File: config.mk
export PLATFORM = sky130hd
export DESIGN_NAME = hazard_sequencer_flat
export DESIGN_NICKNAME = d
export VERILOG_FILES = /design/src/rtl/hazard_sequencer_pkg.sv /design/src/rtl/hazard_sequencer_if.sv /design/src/rtl/hazard_sequencer_stat_counters.sv /design/src/rtl/hazard_sequencer.sv /design/src/flat_wrapper.sv
export SDC_FILE = /design/constraint.sdc
export NUM_CORES = 1
export LEC_CHECK = 0
export CORE_MARGIN = 2
export CORE_UTILIZATION = 25
export CTS_BUF_LIST = sky130_fd_sc_hd__clkbuf_8
export DETAILED_ROUTE_END_ITERATION = 10
export SLEW_MARGIN = 25
export SYNTH_ARGS = -nofsm -noshare
export SYNTH_HDL_FRONTEND = slang
export SYNTH_SLANG_ARGS = --single-unit
File: constraint.sdc
create_clock -name clk -period 5.23 [get_ports clk]
set_clock_uncertainty 0.15 [all_clocks]
set_input_delay 1.046 -clock clk [delete_from_list [all_inputs] [get_ports clk]]
set_output_delay 1.046 -clock clk [all_outputs]
set_load 0.01 [all_outputs]
File: src/rtl/hazard_sequencer_pkg.sv
// -----------------------------------------------------------------------------
// hazard_sequencer_pkg
//   Shared types and constants for the pipeline hazard sequencer.
//   - state_t : sequencer state encoding (RUN / BUBBLE / FREEZE)
//   - mode_t  : output mode selected for the current cycle
//   - REG_W   : register-number width
//   - ZERO_REG: hard-wired zero register ($0), which never creates a hazard
// -----------------------------------------------------------------------------
package hazard_sequencer_pkg;

   localparam int REG_W = 5;
   localparam logic [REG_W-1:0] ZERO_REG = '0;

   typedef enum logic [1:0] {
      ST_RUN    = 2'd0,
      ST_BUBBLE = 2'd1,
      ST_FREEZE = 2'd2
   } state_t;

   typedef enum logic [1:0] {
      MODE_NORMAL  = 2'd0,
      MODE_STALL   = 2'd1,
      MODE_BRFLUSH = 2'd2,
      MODE_FREEZE  = 2'd3
   } mode_t;

endpackage

File: src/rtl/hazard_sequencer_if.sv
// -----------------------------------------------------------------------------
// hazard_sequencer_if
//   Bundles the hazard inputs (register fields and pipeline status from
//   ID/EX/MEM) and the pipeline-register control outputs.
//   modport master : pipeline side - drives hazard inputs, receives controls
//   modport slave  : hazard sequencer - receives hazard inputs, drives controls
// -----------------------------------------------------------------------------
interface hazard_sequencer_if;
   import hazard_sequencer_pkg::*;

   logic [REG_W-1:0] id_rs;
   logic [REG_W-1:0] id_rt;
   logic             id_uses_rt;
   logic [REG_W-1:0] ex_rt;
   logic             ex_memread;
   logic             mem_branch_taken;
   logic             mem_busy;

   logic pc_write_en;
   logic ifid_write_en;
   logic ifid_flush;
   logic idex_write_en;
   logic idex_ctrl_flush;
   logic idex_beq_flush;
   logic exmem_write_en;
   logic stalled;

   modport master (
      output id_rs, id_rt, id_uses_rt, ex_rt, ex_memread, mem_branch_taken, mem_busy,
      input  pc_write_en, ifid_write_en, ifid_flush, idex_write_en,
             idex_ctrl_flush, idex_beq_flush, exmem_write_en, stalled
   );

   modport slave (
      input  id_rs, id_rt, id_uses_rt, ex_rt, ex_memread, mem_branch_taken, mem_busy,
      output pc_write_en, ifid_write_en, ifid_flush, idex_write_en,
             idex_ctrl_flush, idex_beq_flush, exmem_write_en, stalled
   );

endinterface

File: src/rtl/hazard_sequencer_stat_counters.sv
// -----------------------------------------------------------------------------
// hazard_stat_counters
//   Three 32-bit saturating event counters, cleared by the asynchronous reset.
//   Only instantiated when HAZARD_STATS_EN is defined.
//   Ports:
//     clk    : clock, rising edge
//     rst    : asynchronous active-high reset, clears all counters
//     inc    : per-counter increment strobe, [0]=stall [1]=flush [2]=freeze
//     counts : counter values, counts[i] pairs with inc[i]
// -----------------------------------------------------------------------------
module hazard_stat_counters (
   input  logic             clk,
   input  logic             rst,
   input  logic [2:0]       inc,
   output logic [2:0][31:0] counts
);

   generate
      for (genvar gi = 0; gi < 3; gi++) begin : g_cnt
         logic [31:0] count_reg;

         // Saturate at all-ones instead of wrapping back to zero.
         always_ff @(posedge clk or posedge rst) begin
            if (rst) begin
               count_reg <= '0;
            end else if (inc[gi] && (count_reg != '1)) begin
               count_reg <= count_reg + 32'd1;
            end
         end

         assign counts[gi] = count_reg;
      end
   endgenerate

endmodule

File: src/rtl/hazard_sequencer.sv
// -----------------------------------------------------------------------------
// hazard_sequencer
//   Hazard controller for the 5-stage MIPS pipeline. Generates write-enable and
//   flush controls for PC, IF/ID, ID/EX and EX/MEM from three hazard classes:
//   load-use (LOAD_BUBBLES bubbles), taken branch resolved in MEM, and
//   data-memory busy (whole-pipeline freeze).
//   Priority per cycle: mem_busy > mem_branch_taken > load-use / bubble.
//   Outputs are Mealy: registered state plus current inputs.
//
//   Parameters:
//     LOAD_BUBBLES : bubble cycles per load-use hazard (1..7)
//     CNT_W        : width of the bubble counter
//   Ports:
//     clk, rst : clock (rising edge), asynchronous active-high reset
//     hz       : hazard_sequencer_if.slave - hazard inputs and control outputs
//   Optional (macro HAZARD_STATS_EN):
//     stat_stall_cycles, stat_flushes, stat_freeze_cycles : 32-bit saturating
//     event counters for STALL, BRFLUSH and FREEZE cycles.
// -----------------------------------------------------------------------------
module hazard_sequencer
   import hazard_sequencer_pkg::*;
#(
   parameter int LOAD_BUBBLES = 1,
   parameter int CNT_W        = 3
) (
   input  logic                 clk,
   input  logic                 rst,
   hazard_sequencer_if.slave    hz
`ifdef HAZARD_STATS_EN
   ,
   output logic [31:0]          stat_stall_cycles,
   output logic [31:0]          stat_flushes,
   output logic [31:0]          stat_freeze_cycles
`endif
);

   state_t           state_reg, state_next;
   state_t           saved_reg, saved_next;
   logic [CNT_W-1:0] cnt_reg, cnt_next;
   state_t           active_state;
   mode_t            mode;
   logic             load_use;

   assign load_use = hz.ex_memread && (hz.ex_rt != ZERO_REG) &&
                     ((hz.ex_rt == hz.id_rs) || (hz.id_uses_rt && (hz.ex_rt == hz.id_rt)));

   // Leaving FREEZE acts in the same cycle as the saved state would, so the
   // decision logic below works on the resumed state rather than FREEZE.
   assign active_state = (state_reg == ST_FREEZE) ? saved_reg : state_reg;

   always_ff @(posedge clk or posedge rst) begin
      if (rst) begin
         state_reg <= ST_RUN;
         saved_reg <= ST_RUN;
         cnt_reg   <= '0;
      end else begin
         state_reg <= state_next;
         saved_reg <= saved_next;
         cnt_reg   <= cnt_next;
      end
   end

   always_comb begin
      mode       = MODE_NORMAL;
      state_next = state_reg;
      saved_next = saved_reg;
      cnt_next   = cnt_reg;
      if (hz.mem_busy) begin
         // The counter is left untouched so a frozen bubble sequence resumes
         // exactly where it stopped.
         mode = MODE_FREEZE;
         if (state_reg != ST_FREEZE) begin
            saved_next = state_reg;
            state_next = ST_FREEZE;
         end
      end else begin
         saved_next = ST_RUN;
         case (active_state)
            ST_RUN: begin
               state_next = ST_RUN;
               if (hz.mem_branch_taken) begin
                  // The younger load-dependent instruction is discarded anyway.
                  mode = MODE_BRFLUSH;
               end else if (load_use) begin
                  mode = MODE_STALL;
                  if (LOAD_BUBBLES > 1) begin
                     cnt_next   = CNT_W'(LOAD_BUBBLES - 1);
                     state_next = ST_BUBBLE;
                  end
               end
            end
            ST_BUBBLE: begin
               // A load-use seen here is ignored: EX holds a bubble.
               if (hz.mem_branch_taken) begin
                  mode       = MODE_BRFLUSH;
                  cnt_next   = '0;
                  state_next = ST_RUN;
               end else begin
                  mode = MODE_STALL;
                  if (cnt_reg == CNT_W'(1)) begin
                     state_next = ST_RUN;
                  end else begin
                     cnt_next   = cnt_reg - CNT_W'(1);
                     state_next = ST_BUBBLE;
                  end
               end
            end
            default: begin
               cnt_next   = '0;
               state_next = ST_RUN;
            end
         endcase
      end
   end

   always_comb begin
      hz.pc_write_en     = 1'b1;
      hz.ifid_write_en   = 1'b1;
      hz.ifid_flush      = 1'b0;
      hz.idex_write_en   = 1'b1;
      hz.idex_ctrl_flush = 1'b0;
      hz.idex_beq_flush  = 1'b0;
      hz.exmem_write_en  = 1'b1;
      hz.stalled         = 1'b0;
      case (mode)
         MODE_STALL: begin
            hz.pc_write_en     = 1'b0;
            hz.ifid_write_en   = 1'b0;
            hz.idex_ctrl_flush = 1'b1;
            hz.stalled         = 1'b1;
         end
         MODE_BRFLUSH: begin
            hz.ifid_flush     = 1'b1;
            hz.idex_beq_flush = 1'b1;
         end
         MODE_FREEZE: begin
            hz.pc_write_en    = 1'b0;
            hz.ifid_write_en  = 1'b0;
            hz.idex_write_en  = 1'b0;
            hz.exmem_write_en = 1'b0;
            hz.stalled        = 1'b1;
         end
         default: ;
      endcase
      // Reset holds the whole pipeline without waiting for a clock edge.
      if (rst) begin
         hz.pc_write_en     = 1'b0;
         hz.ifid_write_en   = 1'b0;
         hz.ifid_flush      = 1'b0;
         hz.idex_write_en   = 1'b0;
         hz.idex_ctrl_flush = 1'b0;
         hz.idex_beq_flush  = 1'b0;
         hz.exmem_write_en  = 1'b0;
         hz.stalled         = 1'b1;
      end
   end

`ifdef HAZARD_STATS_EN
   logic [2:0]       stat_inc;
   logic [2:0][31:0] stat_counts;

   assign stat_inc = {mode == MODE_FREEZE, mode == MODE_BRFLUSH, mode == MODE_STALL};

   hazard_stat_counters u_stats (
      .clk    (clk),
      .rst    (rst),
      .inc    (stat_inc),
      .counts (stat_counts)
   );

   assign stat_stall_cycles  = stat_counts[0];
   assign stat_flushes       = stat_counts[1];
   assign stat_freeze_cycles = stat_counts[2];
`endif

endmodule

File: src/flat_wrapper.sv
// flat-port wrapper written by rule: the top's interface ports become plain ports
module hazard_sequencer_flat import hazard_sequencer_pkg::*;
#(
   parameter int LOAD_BUBBLES = 1,
   parameter int CNT_W        = 3
)
  (clk, rst, hz_id_rs, hz_id_rt, hz_id_uses_rt, hz_ex_rt, hz_ex_memread, hz_mem_branch_taken, hz_mem_busy, hz_pc_write_en, hz_ifid_write_en, hz_ifid_flush, hz_idex_write_en, hz_idex_ctrl_flush, hz_idex_beq_flush, hz_exmem_write_en, hz_stalled);
  hazard_sequencer_if hz_i ();
  input  logic clk;
  input  logic rst;
  input wire logic [$bits(hz_i.id_rs)-1:0] hz_id_rs;
  input wire logic [$bits(hz_i.id_rt)-1:0] hz_id_rt;
  input wire logic [$bits(hz_i.id_uses_rt)-1:0] hz_id_uses_rt;
  input wire logic [$bits(hz_i.ex_rt)-1:0] hz_ex_rt;
  input wire logic [$bits(hz_i.ex_memread)-1:0] hz_ex_memread;
  input wire logic [$bits(hz_i.mem_branch_taken)-1:0] hz_mem_branch_taken;
  input wire logic [$bits(hz_i.mem_busy)-1:0] hz_mem_busy;
  output wire logic [$bits(hz_i.pc_write_en)-1:0] hz_pc_write_en;
  output wire logic [$bits(hz_i.ifid_write_en)-1:0] hz_ifid_write_en;
  output wire logic [$bits(hz_i.ifid_flush)-1:0] hz_ifid_flush;
  output wire logic [$bits(hz_i.idex_write_en)-1:0] hz_idex_write_en;
  output wire logic [$bits(hz_i.idex_ctrl_flush)-1:0] hz_idex_ctrl_flush;
  output wire logic [$bits(hz_i.idex_beq_flush)-1:0] hz_idex_beq_flush;
  output wire logic [$bits(hz_i.exmem_write_en)-1:0] hz_exmem_write_en;
  output wire logic [$bits(hz_i.stalled)-1:0] hz_stalled;
  assign hz_i.id_rs = hz_id_rs;
  assign hz_i.id_rt = hz_id_rt;
  assign hz_i.id_uses_rt = hz_id_uses_rt;
  assign hz_i.ex_rt = hz_ex_rt;
  assign hz_i.ex_memread = hz_ex_memread;
  assign hz_i.mem_branch_taken = hz_mem_branch_taken;
  assign hz_i.mem_busy = hz_mem_busy;
  assign hz_pc_write_en = hz_i.pc_write_en;
  assign hz_ifid_write_en = hz_i.ifid_write_en;
  assign hz_ifid_flush = hz_i.ifid_flush;
  assign hz_idex_write_en = hz_i.idex_write_en;
  assign hz_idex_ctrl_flush = hz_i.idex_ctrl_flush;
  assign hz_idex_beq_flush = hz_i.idex_beq_flush;
  assign hz_exmem_write_en = hz_i.exmem_write_en;
  assign hz_stalled = hz_i.stalled;
  hazard_sequencer #(.LOAD_BUBBLES(LOAD_BUBBLES), .CNT_W(CNT_W)) u_core (.clk(clk), .rst(rst), .hz(hz_i));
endmodule
==> results_dict.tcl <==
set metrics [dict create \
    syn_avg_cell_area_sq_um 9.22 \
    detailedRoute.firstIterationViolations 15 \
    syn_inst 60 \
    route.final.wire_length_mm 1.34 \
    drc_errors 0 \
    timing_worst_slew_pin_value_ps 285 \
    netSwitchingPower_uw 42.0 \
    largest_register_ff_count 3 \
    min_period_ps 4210 \
    finish.instance_area_sq_um 887 \
    antenna_found_initial 0 \
    timing.critical_path.required_ps 4030 \
    netSwitchingFraction 0.241 \
    tot_gr_track_use 0.116 \
    pwr-share-clk 0.434 \
    synth_sequential_area_ratio 0.317 \
    synth.yosys.warnings 0 \
    cap_viol_max_count 0 \
    die_height_um 51.0 \
    arrival_ps 3020 \
    cts-root-to-sink-buffers 2 \
    pwr-share-seq 0.328 \
    layout-drive-gt1-share 0.0795 \
    yosys.cell_types.count 28 \
    grt_start_max_net_pins 8 \
    synth_edf_count 0 \
    dr_vias 537 \
    leakage_uw 0.000359 \
    report.final.hold_viol_count 0 \
    post_cts.resized_instances 0 \
    mappedNetlistArea_sq_um 553 \
    postCtsSetupBuffers 0 \
    async_reset_ff_frac 1.00 \
    tritoncts "yes" \
    ctsRootBufferMaster "sky130_fd_sc_hd__clkbuf_8" \
    worst_ir_drop_vdd_v 0.000147 \
    insertion_delay_ps 230 \
    grt_overflow 0 \
    hold_path.class "flip-flop to flip-flop" \
    timing.rr.start "u_core.state_reg[1]" \
    die-area_sq_mm 0.00260 \
    ctsHtreeMaxLevel 1 \
    status "finished clean" \
    first_pass_grt_wire_length_mm 2.19 \
    grt_setup_unrepaired "false" \
    critPathMaxStageDelay_ps 590 \
    placed_wire_length_estimate_mm 1.11 \
    place.port_buffers 28 \
    ff2ff_setup_slack_ps 3670 \
    cts_sinks 7 \
    placementRows 17 \
    worstHoldStart "u_core.cnt_reg[1]" \
    setup.worst_path.end_class "primary output" \
    p_int_uw 133 \
    critical_path_peak_fanout 3 \
    final_min_period_over_clock_period 0.805 \
    syn_to_final_growth_pct 60.4 \
    drt_pre_antenna_iters 4 \
    timing.critical_path.slowest_stage_cell "sky130_fd_sc_hd__clkdlybuf4s50_1" \
    clk_pin_slew_worst_paths_ps 40 \
    fin_nets 112 \
    placed_area_sq_um 842 \
    gp_routability_congestion 0.785 \
    worst_slew_margin_rel 0.807 \
    timing.reg2reg.worst_path_depth 4 \
    maxSlewViolCount 0 \
    cts_inserted_buffers 3 \
    antenna_violating_nets_post_route 0 \
    fin_tns_setup_ps 0 \
    timing.setup.critical_path_class "primary input to primary output" \
    ys_dominant_reg_cell "sky130_fd_sc_hd__dfrtp_1" \
    synth.net_count 83 \
    grt_pass1_vias 509 \
    diodes 0 \
    powerDensity_mw_per_mm2 197 \
    core_ar_sq_mm 0.00215 \
    share_comb_of_total_power 0.238 \
    crit_path_start_kind "primary input" \
    ys_seq_elements 7 \
    clock.fmax_ghz 0.237 \
    die_width_um 51.0 \
    io_pins 29 \
    post_drt_wl_per_cell_um 11.6 \
    crit_chain "clkdlybuf4s50_1 > xor2_1 > nor4_2 > a32oi_1 > o311ai_1 > clkdlybuf4s50_1" \
    timing.hold.worst_path_depth 1 \
    min_to "u_core.cnt_reg[1]" \
    start_util 0.257 \
    timing.rr.end "u_core.cnt_reg[0]" \
    cts_hold_buf 0 \
    finalSetupViolCount 0 \
    worst_path_most_repeated_cell "sky130_fd_sc_hd__clkdlybuf4s50_1" \
    drt-vias-per-instance 4.63 \
]
==> cell usage after synthesis (2+ instances only) <==
master / instances / area, sq um
sky130_fd_sc_hd__nand2b_1: 2 / 12.5
sky130_fd_sc_hd__a21oi_1: 2 / 10.0
sky130_fd_sc_hd__xor2_1: 9 / 78.8
sky130_fd_sc_hd__o21ai_0: 3 / 15.0
sky130_fd_sc_hd__dfrtp_1: 7 / 175
sky130_fd_sc_hd__buf_4: 3 / 22.5
sky130_fd_sc_hd__a22o_1: 2 / 17.5
sky130_fd_sc_hd__ha_1: 2 / 25.0
sky130_fd_sc_hd__inv_1: 6 / 22.5
sky130_fd_sc_hd__nor2_1: 5 / 18.8
sky130_fd_sc_hd__or4_1: 2 / 15.0
==> how the worst max path moves through the flow <==
| stage | from | end | slack [ps] | depth (start not counted) |
|---|---|---|---|---|
| CTS | hz_ex_rt[1] | hz_stalled | 1010 | 6 |
| global route | hz_ex_rt[1] | hz_stalled | 860 | 6 |
| floorplan | hz_ex_rt[4] | hz_pc_write_en | 1890 | 5 |
| finish | hz_ex_rt[1] | hz_stalled | 1020 | 6 |
| detailed placement | hz_ex_rt[1] | hz_stalled | 1020 | 6 |
| global placement | hz_ex_rt[1] | hz_ifid_write_en | 1020 | 5 |
==> cells in the final DEF, fill, tap and decap left out <==
master                            count
sky130_fd_sc_hd__clkdlybuf4s50_1     28
sky130_fd_sc_hd__xor2_1               9
sky130_fd_sc_hd__inv_1                7
sky130_fd_sc_hd__dfrtp_1              7
sky130_fd_sc_hd__nor2_1               5
sky130_fd_sc_hd__o21ai_0              3
sky130_fd_sc_hd__clkbuf_8             3
sky130_fd_sc_hd__nand2b_1             2
sky130_fd_sc_hd__a21oi_1              2
sky130_fd_sc_hd__a22o_1               2
sky130_fd_sc_hd__or4_1                2
sky130_fd_sc_hd__ha_1                 2
sky130_fd_sc_hd__nor2b_1              1
sky130_fd_sc_hd__and4bb_1             1
sky130_fd_sc_hd__o21bai_2             1
sky130_fd_sc_hd__nand2_1              1
sky130_fd_sc_hd__o21ai_2              1
sky130_fd_sc_hd__nor4b_1              1
sky130_fd_sc_hd__mux2_2               1
sky130_fd_sc_hd__nor4_2               1
sky130_fd_sc_hd__xnor2_1              1
sky130_fd_sc_hd__nor3_1               1
sky130_fd_sc_hd__a32oi_1              1
sky130_fd_sc_hd__o21ai_1              1
sky130_fd_sc_hd__o311ai_1             1
sky130_fd_sc_hd__and3_1               1
sky130_fd_sc_hd__o32ai_1              1
sky130_fd_sc_hd__o311a_1              1
==> logic make-up after synthesis <==
kind of cell    share of synthesized area
simple gates                        0.183
fa+ha+maj                          0.0452
compound gates                      0.188
flops                               0.317
buf+inv                            0.0882
xor+xnor                            0.158
mux                                0.0204
==> layer usage <==
metal  GRT usage  vias up  wire [um]
li1            -      265          -
met1       0.123      252        581
met2       0.188       14        646
met3      0.0585        6         72
met4      0.0631        0         40
met5           0        -          0
==> stage by stage <==
stage	setup slack [ps]	instances	hold WS, ps	util	total power (uW)
final	1020	116	355	0.413	175
after global routing	864	116	388	0.413	184
after CTS	1010	116	363	0.413	177
after detailed placement	1020	112	354	0.392	99.9
after global placement	1020	112	336	0.392	99.6
after floorplan	1890	60	316	-	75.8
==> cell type report <==
cell class / instances / area (sq um)
sequential: 7 / 175
clock buffer: 3 / 41.3
fill: 218 / 1260
multi-input combinational: 43 / 329
inverter: 6 / 22.5
timing repair buffer: 28 / 280
clock inverter: 1 / 3.75
tap: 28 / 35.0
==> worst max-delay path, delay by kind of cell <==
kind            cells  cell delay (ps)
compound gates      2              470
xor+xnor            1              200
buf+inv             2             1060
simple gates        1              240
==> power by group through the flow <==
stage	combinational, uW	sequential, uW	clock [uW]
detailed placement	41.8	58.1	0
floorplan	18.1	57.7	0
global placement	41.7	57.9	0
finish	41.6	57.2	75.7
CTS	42.1	57.3	77.8
global route	45.4	57.5	81.2
(Power assumes the default switching activity.)
